## config.mk

```make
export PLATFORM = sky130hd
export DESIGN_NAME = seg7_score_scanner
export DESIGN_NICKNAME = d
export VERILOG_FILES = /design/src/rtl/seg7_score_scanner_pkg.sv /design/src/rtl/Seg7Display.sv /design/src/rtl/bcd_shift_step.sv /design/src/rtl/seg7_score_scanner.sv
export SDC_FILE = /design/constraint.sdc
export NUM_CORES = 1
export LEC_CHECK = 0
export CAP_MARGIN = 0
export CORE_MARGIN = 2
export CORE_UTILIZATION = 51
export CTS_CLUSTER_DIAMETER = 40
export CTS_CLUSTER_SIZE = 25
export DETAILED_ROUTE_END_ITERATION = 6
export PLACE_DENSITY = 0.72
export REMOVE_ABC_BUFFERS = 1
export SLEW_MARGIN = 0
export SYNTH_ARGS = -nofsm -noshare
export SYNTH_HDL_FRONTEND = slang
export SYNTH_SLANG_ARGS = --single-unit
```

## constraint.sdc

```tcl
create_clock -name CLK -period 2 [get_ports CLK]
set_input_delay 0.2 -clock CLK [delete_from_list [all_inputs] [get_ports CLK]]
set_output_delay 0.2 -clock CLK [all_outputs]
set_load 0.02 [all_outputs]
```

## src/rtl/seg7_score_scanner_pkg.sv

```systemverilog
// rtl/seg7_score_scanner_pkg.sv - shared constants, FSM encoding and blanking helper for the score scanner
package seg7_score_scanner_pkg;

    localparam int BCD_DIGITS = 4;

    // Active-low anode codes: all off, and one code per digit position
    localparam logic [3:0] SEG_OFF = 4'b1111;
    localparam logic [3:0] DIGIT_SEL [BCD_DIGITS] = '{4'b1110, 4'b1101, 4'b1011, 4'b0111};

    typedef enum logic [1:0] {
        IDLE    = 2'd0,
        CONVERT = 2'd1,
        COMMIT  = 2'd2
    } state_t;

    // A digit above position 0 is a leading zero when it and every higher nibble are zero
    function automatic logic blank_slot(input logic [15:0] bcd, input logic [1:0] digit);
        case (digit)
            2'd1:    blank_slot = (bcd[15:4] == 12'd0);
            2'd2:    blank_slot = (bcd[15:8] == 8'd0);
            2'd3:    blank_slot = (bcd[15:12] == 4'd0);
            default: blank_slot = 1'b0;
        endcase
    endfunction

endpackage

```

## src/rtl/Seg7Display.sv

```systemverilog
// rtl/Seg7Display.sv - digit decoder: digit index to anode select, nibble to active-low cathodes plus dot
module Seg7Display
    import seg7_score_scanner_pkg::*;
(
    input  logic [1:0] SEG_SELECT_IN,
    input  logic [3:0] BIN_IN,
    input  logic       DOT_IN,
    output logic [3:0] SEG_SELECT_OUT,
    output logic [7:0] HEX_OUT
);

    assign SEG_SELECT_OUT = DIGIT_SEL[SEG_SELECT_IN];

    // Hex glyph table, segments g..a in bits 6..0, active low
    always_comb begin
        HEX_OUT[7] = DOT_IN;
        case (BIN_IN)
            4'h0:    HEX_OUT[6:0] = 7'b1000000;
            4'h1:    HEX_OUT[6:0] = 7'b1111001;
            4'h2:    HEX_OUT[6:0] = 7'b0100100;
            4'h3:    HEX_OUT[6:0] = 7'b0110000;
            4'h4:    HEX_OUT[6:0] = 7'b0011001;
            4'h5:    HEX_OUT[6:0] = 7'b0010010;
            4'h6:    HEX_OUT[6:0] = 7'b0000010;
            4'h7:    HEX_OUT[6:0] = 7'b1111000;
            4'h8:    HEX_OUT[6:0] = 7'b0000000;
            4'h9:    HEX_OUT[6:0] = 7'b0011000;
            4'hA:    HEX_OUT[6:0] = 7'b0001000;
            4'hB:    HEX_OUT[6:0] = 7'b0000011;
            4'hC:    HEX_OUT[6:0] = 7'b1000110;
            4'hD:    HEX_OUT[6:0] = 7'b0100001;
            4'hE:    HEX_OUT[6:0] = 7'b0000110;
            default: HEX_OUT[6:0] = 7'b0001110;
        endcase
    end

endmodule

```

## src/rtl/bcd_shift_step.sv

```systemverilog
// rtl/bcd_shift_step.sv - one double-dabble iteration: add 3 to nibbles >= 5, then shift in one bit
module bcd_shift_step
    import seg7_score_scanner_pkg::*;
(
    input  logic [15:0] scratch_in,
    input  logic        bit_in,
    output logic [15:0] scratch_out
);

    logic [15:0] adjusted;

    // Correct every nibble that would overflow past 9 once doubled
    always_comb begin
        adjusted = scratch_in;
        for (int i = 0; i < BCD_DIGITS; i++) begin
            if (scratch_in[4*i +: 4] >= 4'd5) begin
                adjusted[4*i +: 4] = scratch_in[4*i +: 4] + 4'd3;
            end
        end
    end

    assign scratch_out = {adjusted[14:0], bit_in};

endmodule

```

## src/rtl/seg7_score_scanner.sv

```systemverilog
// rtl/seg7_score_scanner.sv - serial binary-to-BCD conversion and 4-digit multiplexed display scan
module seg7_score_scanner
    import seg7_score_scanner_pkg::*;
#(
    parameter int SCAN_DIV  = 100000,
    parameter int IN_WIDTH  = 14,
    parameter int MAX_SCORE = 9999
) (
    input  logic                CLK,
    input  logic                RESET,
    input  logic [IN_WIDTH-1:0] SCORE_IN,
    input  logic                SCORE_VALID,
    input  logic                BLANK_LEADING,
    input  logic [3:0]          DOT_MASK,
    output logic                BUSY,
    output logic [3:0]          SEG_SELECT_OUT,
    output logic [7:0]          HEX_OUT
);

    localparam int PW = (SCAN_DIV > 1) ? $clog2(SCAN_DIV) : 1;
    localparam int CW = (IN_WIDTH > 1) ? $clog2(IN_WIDTH) : 1;
    localparam logic [IN_WIDTH-1:0] MAX_W   = IN_WIDTH'(MAX_SCORE);
    localparam logic [PW-1:0]       PRE_TOP = PW'(SCAN_DIV - 1);
    localparam logic [CW-1:0]       CNT_TOP = CW'(IN_WIDTH - 1);

    state_t              state;
    logic [IN_WIDTH-1:0] shift_reg;
    logic [CW-1:0]       shift_cnt;
    logic [15:0]         scratch;
    logic [15:0]         scratch_next;
    logic [15:0]         disp_bcd;
    logic [PW-1:0]       prescaler;
    logic [1:0]          digit_cnt;
    logic [3:0]          nibble;
    logic                dot_n;
    logic [3:0]          dec_select;

    bcd_shift_step u_step (
        .scratch_in  (scratch),
        .bit_in      (shift_reg[IN_WIDTH-1]),
        .scratch_out (scratch_next)
    );

    // Conversion sequencer; the display register only changes in COMMIT so partial results never show
    always_ff @(posedge CLK) begin
        if (RESET) begin
            state     <= IDLE;
            BUSY      <= 1'b0;
            shift_reg <= '0;
            shift_cnt <= '0;
            scratch   <= '0;
            disp_bcd  <= '0;
        end else begin
            case (state)
                IDLE: begin
                    if (SCORE_VALID) begin
                        shift_reg <= (SCORE_IN > MAX_W) ? MAX_W : SCORE_IN;
                        scratch   <= '0;
                        shift_cnt <= '0;
                        BUSY      <= 1'b1;
                        state     <= CONVERT;
                    end
                end
                CONVERT: begin
                    scratch   <= scratch_next;
                    shift_reg <= shift_reg << 1;
                    shift_cnt <= shift_cnt + 1'b1;
                    if (shift_cnt == CNT_TOP) begin
                        state <= COMMIT;
                    end
                end
                COMMIT: begin
                    disp_bcd <= scratch;
                    BUSY     <= 1'b0;
                    state    <= IDLE;
                end
                default: begin
                    BUSY  <= 1'b0;
                    state <= IDLE;
                end
            endcase
        end
    end

    // Free-running digit scan, independent of loads and conversion
    always_ff @(posedge CLK) begin
        if (RESET) begin
            prescaler <= '0;
            digit_cnt <= '0;
        end else if (prescaler == PRE_TOP) begin
            prescaler <= '0;
            digit_cnt <= digit_cnt + 1'b1;
        end else begin
            prescaler <= prescaler + 1'b1;
        end
    end

    assign nibble = disp_bcd[{digit_cnt, 2'b00} +: 4];
    assign dot_n  = ~DOT_MASK[digit_cnt];

    Seg7Display u_display (
        .SEG_SELECT_IN  (digit_cnt),
        .BIN_IN         (nibble),
        .DOT_IN         (dot_n),
        .SEG_SELECT_OUT (dec_select),
        .HEX_OUT        (HEX_OUT)
    );

    assign SEG_SELECT_OUT = (BLANK_LEADING && blank_slot(disp_bcd, digit_cnt)) ? SEG_OFF : dec_select;

endmodule

```

==> impl_results.md, run 1 <==
* CTS H-tree depth at 3
* Dpl cells at 573
* Reg-to-reg startpoint: digit_cnt[0]
* Area growth syn-to-layout at 30.3%
* CP Cell Sequence: buf_6, mux2i_2, nand2_1, o21ai_1, buf_4, ha_4, mux2_4, nand2_2, nand3_2, buf_6
* Biggest register: prescaler
* Sequential-to-total area share from yosys stat at 0.399
* Clock Latency Late Sink at 0.35 ns
* Vias in the first global route at 3,130
* Die Ht at 88.2 microns
* YS warnings at 0
* Max-cap violation count at 0
* CTS tree: yes
* Clock-pin slew on the worst setup and hold paths at 0.07 ns
* Hold path start: SCORE_IN[3]
* Finished Layout Cells at 596
* GRT overflow at 0
* Mean post-synth cell area at 8.52 sq um
* Largest net degree at the start of global routing at 41
* Share of layout cells above drive strength 1 at 0.212
* Post-route DRC at 0
* Hold depth at 3
* Post-route ant nets at 0
* Worst Skew at 0.00949 ns
* Power Total at 3.25 mW
* Drt first pass iters at 4
* Sink Count at 72
* Buffers on Ports at 34
* Crit start category: register
* Initial Util at 0.529
* Syn Inst Count at 424
* Failing checks: negative setup slack
* WS Path Type: register to primary output
* P_leak at 1.82 nW
* Post-synth ARST share at 0
* RSZ-0062 raised after global routing: yes
* Final #Nets at 539
* Yosys reg bits at 72
* N_diodes at 0
* VDD IR max at 0.529 mV
* DR vias at 3,307
* Mapped cell area at 0.00361 sq mm
* Worst Tran Pin Value at 0.552 ns
* Busiest layer in global routing: met2
* Area leader, netlist: dfxtp_1
* Fill cells at 560
* Routed WL at 8.62 mm
* Power per standard cell area at 690 mW/mm^2
* M2 GR Usage at 0.405
* Top cells by area, synth: dfxtp_1 (40%), ha_1 (7.6%), nand2_1 (5.8%)
* CP most frequent cell: buf_6
* Met1 Track Usage GR at 0.273
* Hold Crit Class: primary input to register
* CTS max path bufs at 2
* R2R cell count at 8
* Share of the synthesized area in the top cell type at 0.399
* Final hold vios at 0
* CTS root buffer: clkbuf_8
* Synth cell count leaders: dfxtp_1 (72), nand2_1 (56), a21oi_1 (37), nor2_1 (37)
* Die W at 88.2 microns
* DPL Wire Length at 5.85 mm
* Max Fclk at 425 MHz
* Slew HR at 0.631
* Max reg flops at 17
* TritonCTS Buffers at 9
* Worst setup path startpoint: digit_cnt[0]
* Hold_buf cts at 0
* Initial antenna violation count at 0
* Crit path time final at 2.35 ns
* Worst setup EP type: primary output
* Wire length per cell at 14.5 microns
* Tcrit/Tclk final at 1.18
* GRT Resource Usage Total at 0.228
* Crit-path max cell delay at 0.38 ns
* Required @ worst endpoint at 1.80 ns
* Worst Path Max Fanout at 4
* DRT iter0 DRCs at 142
* Post-route worst setup slack at -0.352 ns
* Avg Vias per Cell at 5.55
* Met3 GRT Util at 0.0320
* Worst path slowest cell: dfxtp_4
* Cell with the most instances after synthesis: dfxtp_1
* Global-route wire length before repair at 14.1 mm
* Regs by FF count: prescaler (17), disp_bcd (16), scratch (16)
* GP Congestion at 0.887
* Status: complete, but fails checks
* # setup viols final at 7
* Number of cell rows at 30
* CORE AREA at 0.00683 sq mm
* Distinct cells, synth at 47
* Full die area at 0.00777 sq mm
* I/O Pins at 35
* Critical path data arrival time at 2.15 ns
* EDFF count, synth at 0
* Fin. max-slew vios at 0
* Final setup TNS at -1.90 ns
* Post-synth top flop: dfxtp_1
worst max-delay path: cells and delay by family, from the launching register on:
| kind | cells | cell delay (ns) |
|---|---|---|
| AO/OA/AOI/OAI | 1 | 0.07 |
| AND/OR/NAND/NOR | 3 | 0.23 |
| adder cells (fa/ha/maj) | 1 | 0.22 |
| buffers and inverters | 3 | 0.42 |
| multiplexers | 2 | 0.50 |
| flip-flops | 1 | 0.38 |
through the flow:
step	utilization	hold WS (ns)	cell area (sq um)	setup slack [ns]
global placement	0.628	0.438	4290	-0.419
floorplan	-	0.269	3510	-0.360
detailed placement	0.628	0.448	4290	-0.450
CTS	0.677	0.433	4620	-0.288
global route	0.689	0.467	4710	-0.458
finish	0.689	0.436	4710	-0.352
power breakdown:
part,internal (mW),total [mW],switching (mW)
combinational,0.112,0.234,0.123
sequential,1.47,1.49,0.0253
clock,0.959,1.52,0.562
total,2.54,3.25,0.710
logic make-up after synthesis:
kind of cell	count (synthesis)	share of synthesized area
AND/OR/NAND/NOR	165	0.225
AO/OA/AOI/OAI	92	0.154
flip-flops	72	0.399
buffers and inverters	42	0.0513
adder cells (fa/ha/maj)	22	0.0762
XOR/XNOR	18	0.0436
multiplexers	13	0.0509
layer usage:
layer,vias up,wire length (microns)
met1,1563,3790
met2,74,4310
met4,0,245
met3,22,270
li1,1648,-
met5,-,0
area by class of cell:
type	count	area, sq um	area share
Timing Repair Buffer	79	684	0.145
Clock buffer	9	124	0.0263
Clock inverter	7	143	0.0303
Multi-Input combinational cell	311	2100	0.447
Sequential cell	72	1450	0.307
Inverter	22	85.1	0.0181
Tap cell	96	120	0.0255
worst paths after layout:
check / end / slack (ns)
max: HEX_OUT[3] / -0.35
min: shift_reg[3] / 0.44
max reg2reg: digit_cnt[1] / 0.29
min reg2reg: shift_reg[12] / 0.46
layout by cell type (no fill, tap or decap), types with 5 or more instances in the layout:
cell,Yosys,layout
mux2i_1,6,5
nand2_1,56,55
o22ai_1,10,10
nor3_1,10,10
xnor2_1,5,5
dfxtp_1,72,69
nor2_1,37,37
a31oi_1,5,5
ha_1,22,15
nand3_1,11,10
clkbuf_8,0,9
nand4_1,7,7
buf_4,2,48
o21ai_0,17,12
clkdlybuf4s50_1,0,22
or3_1,6,6
xor2_1,13,13
mux4_2,4,5
nand2b_1,8,8
nor4_1,13,11
inv_1,22,18
o31ai_1,5,5
o21ai_1,1,6
a21oi_1,37,35
what timing repair did:
| item | 4_1_cts | 5_1_grt |
|---|---|---|
| pin swaps | 3 | 8 |
| resized for setup | 68 | 27 |
| setup endpoints to repair | 12 | 11 |
| gates cloned | 1 | 0 |
| buffers inserted | 4 | 3 |
Power figures use the tool's default switching activity.
==> run 2: changes to the inputs <==
--- a/config.mk
+++ b/config.mk
@@ -5,13 +5,14 @@
 export SDC_FILE = /design/constraint.sdc
 export NUM_CORES = 1
 export LEC_CHECK = 0
+export ABC_AREA = 0
 export CAP_MARGIN = 0
 export CORE_MARGIN = 2
-export CORE_UTILIZATION = 51
+export CORE_UTILIZATION = 48
 export CTS_CLUSTER_DIAMETER = 40
 export CTS_CLUSTER_SIZE = 25
 export DETAILED_ROUTE_END_ITERATION = 6
-export PLACE_DENSITY = 0.72
+export PLACE_DENSITY = 0.69
 export REMOVE_ABC_BUFFERS = 1
 export SLEW_MARGIN = 0
 export SYNTH_ARGS = -nofsm -noshare
==> run 2 against run 1 <==
The run still ends with negative setup slack left. First-iteration DRC count is 18% higher. Critical endpoint unchanged. Critical path depth is 3 lower. Largest cell class unchanged. Total power is 13% lower. Setup slack better by 0.050 ns. Via count is 2.6% lower.
==> impl_results.md, run 2 (synthesized netlist as in run 1, its figures left out) <==
* Initial antenna violation count at 0
* N_diodes at 0
* Slew HR at 0.595
* Global-route wire length before repair at 14.0 mm
* Post-route worst setup slack at -0.302 ns
* Final #Nets at 536
* Area growth syn-to-layout at 27.8%
* CTS root buffer: clkbuf_8
* Worst Skew at 0.00831 ns
* WS Path Type: register to primary output
* Routed WL at 8.14 mm
* CP Cell Sequence: mux4_2, inv_2, ha_4, mux2_4, nand2_1, nand3_1, buf_6
* Vias in the first global route at 3,168
* Place WS at -0.477 ns
* CORE AREA at 0.00725 sq mm
* DPL Wire Length at 5.77 mm
* Max-cap violation count at 0
* Fill cells at 651
* Initial Util at 0.498
* Required @ worst endpoint at 1.80 ns
* Area after DPL at 0.00427 sq mm
* Critical path data arrival time at 2.10 ns
* Avg Vias per Cell at 5.41
* Full die area at 0.00824 sq mm
* Clock Latency Late Sink at 0.35 ns
* Post-route DRC at 0
* CTS H-tree depth at 3
* Regs by FF count: prescaler (17), disp_bcd (16), scratch (16)
* Post-route ant nets at 0
* Tcrit/Tclk final at 1.15
* Wire length per cell at 13.7 microns
* Die Ht at 90.8 microns
* Crit path time final at 2.30 ns
* Biggest register: prescaler
* Worst Tran Pin Value at 0.605 ns
* Final hold vios at 0
* RSZ-0062 raised after global routing: yes
* # setup viols final at 7
* Failing checks: negative setup slack
* TritonCTS Buffers at 9
* Crit-path max cell delay at 0.53 ns
* Max Fclk at 434 MHz
* I/O Pins at 35
* Die W at 90.8 microns
* Worst Path Max Fanout at 2
* VDD IR max at 0.439 mV
* GP Congestion at 0.796
* Crit start category: register
* CTS tree: yes
* Worst path slowest cell: mux4_2
* Power per standard cell area at 609 mW/mm^2
* Fin. max-slew vios at 0
* Largest net degree at the start of global routing at 21
* Status: complete, but fails checks
* Dpl cells at 576
* Buffers on Ports at 34
* Worst setup EP type: primary output
* Drt first pass iters at 4
* Max reg flops at 17
* Commonest non-fill, non-tap cell in the layout: dfxtp_1
* CTS max path bufs at 2
* Finished Layout Cells at 595
* GRT overflow at 0
* Number of cell rows at 31
* Clock-pin slew on the worst setup and hold paths at 0.07 ns
* DRT iter0 DRCs at 167
* GRT Resource Usage Total at 0.206
* Commonest non-fill, non-tap cells in the layout: dfxtp_1 (70), nand2_1 (56), buf_4 (43), nor2_1 (37), a21oi_1 (34)
* Share of layout cells above drive strength 1 at 0.204
* P_leak at 1.77 nW
* Hold_buf cts at 0
* DR vias at 3,221
* Hold Crit Class: primary input to register
* Sink Count at 72
* Final instance area at 0.00462 sq mm
## run 2: layout make-up
| cell class | instances | area [sq um] | area share |
|---|---|---|---|
| Clock inverter | 6 | 61.3 | 0.0133 |
| Sequential cell | 72 | 1450 | 0.313 |
| Timing Repair Buffer | 76 | 654 | 0.142 |
| Tap cell | 99 | 124 | 0.0268 |
| Clock buffer | 9 | 124 | 0.0268 |
| Multi-Input combinational cell | 311 | 2120 | 0.460 |
| Inverter | 22 | 85.1 | 0.0184 |
## run 2: path summary, 6_finish.rpt
kind                              startpoint            to  slack [ns]  depth (start not counted)
worst max-delay path            digit_cnt[1]    HEX_OUT[3]       -0.30                          7
worst min register to register   scratch[13]  disp_bcd[13]        0.46                          2
worst min-delay path             SCORE_IN[5]  shift_reg[5]        0.45                          3
worst max register to register  digit_cnt[0]  digit_cnt[1]        0.31                          7
## run 2: worst max-delay path, delay by kind of cell (launching register included)
| family | cells | cell delay, ns |
|---|---|---|
| muxes | 2 | 0.82 |
| DFF | 1 | 0.34 |
| buffers and inverters | 2 | 0.25 |
| adders and majority gates | 1 | 0.20 |
| and+or+nand+nor | 2 | 0.15 |
## run 2: metal layers
| layer | vias up | track usage | routed length [microns] | part of all wire |
|---|---|---|---|---|
| li1 | 1644 | - | - | - |
| met1 | 1507 | 0.247 | 3700 | 0.45 |
| met2 | 59 | 0.359 | 4000 | 0.49 |
| met3 | 11 | 0.0417 | 317 | 0.039 |
| met4 | 0 | 0.0872 | 122 | 0.015 |
| met5 | - | 0 | 0 | 0 |
## run 2: what timing repair did
action	in CTS	in global routing
gates cloned	1	0
buffers inserted	2	2
resized for setup	77	22
pin swaps	6	7
endpoints found under the setup margin	12	11
## run 2: stage by stage
stage | TNS, ns | hold slack, ns | util | total power [mW]
finish | -1.61 | 0.451 | 0.637 | 2.81
global route | -2.20 | 0.457 | 0.637 | 2.93
CTS | -1.75 | 0.447 | 0.627 | 2.84
detailed placement | -3.14 | 0.450 | 0.588 | 1.75
global placement | -2.50 | 0.441 | 0.588 | 1.75
floorplan | -1.74 | 0.269 | - | 1.64
## run 2: report_power, final
group	switching [mW]	internal (mW)
Combinational	0.121	0.105
Sequential	0.0239	1.47
Clock	0.530	0.564
Total	0.675	2.14
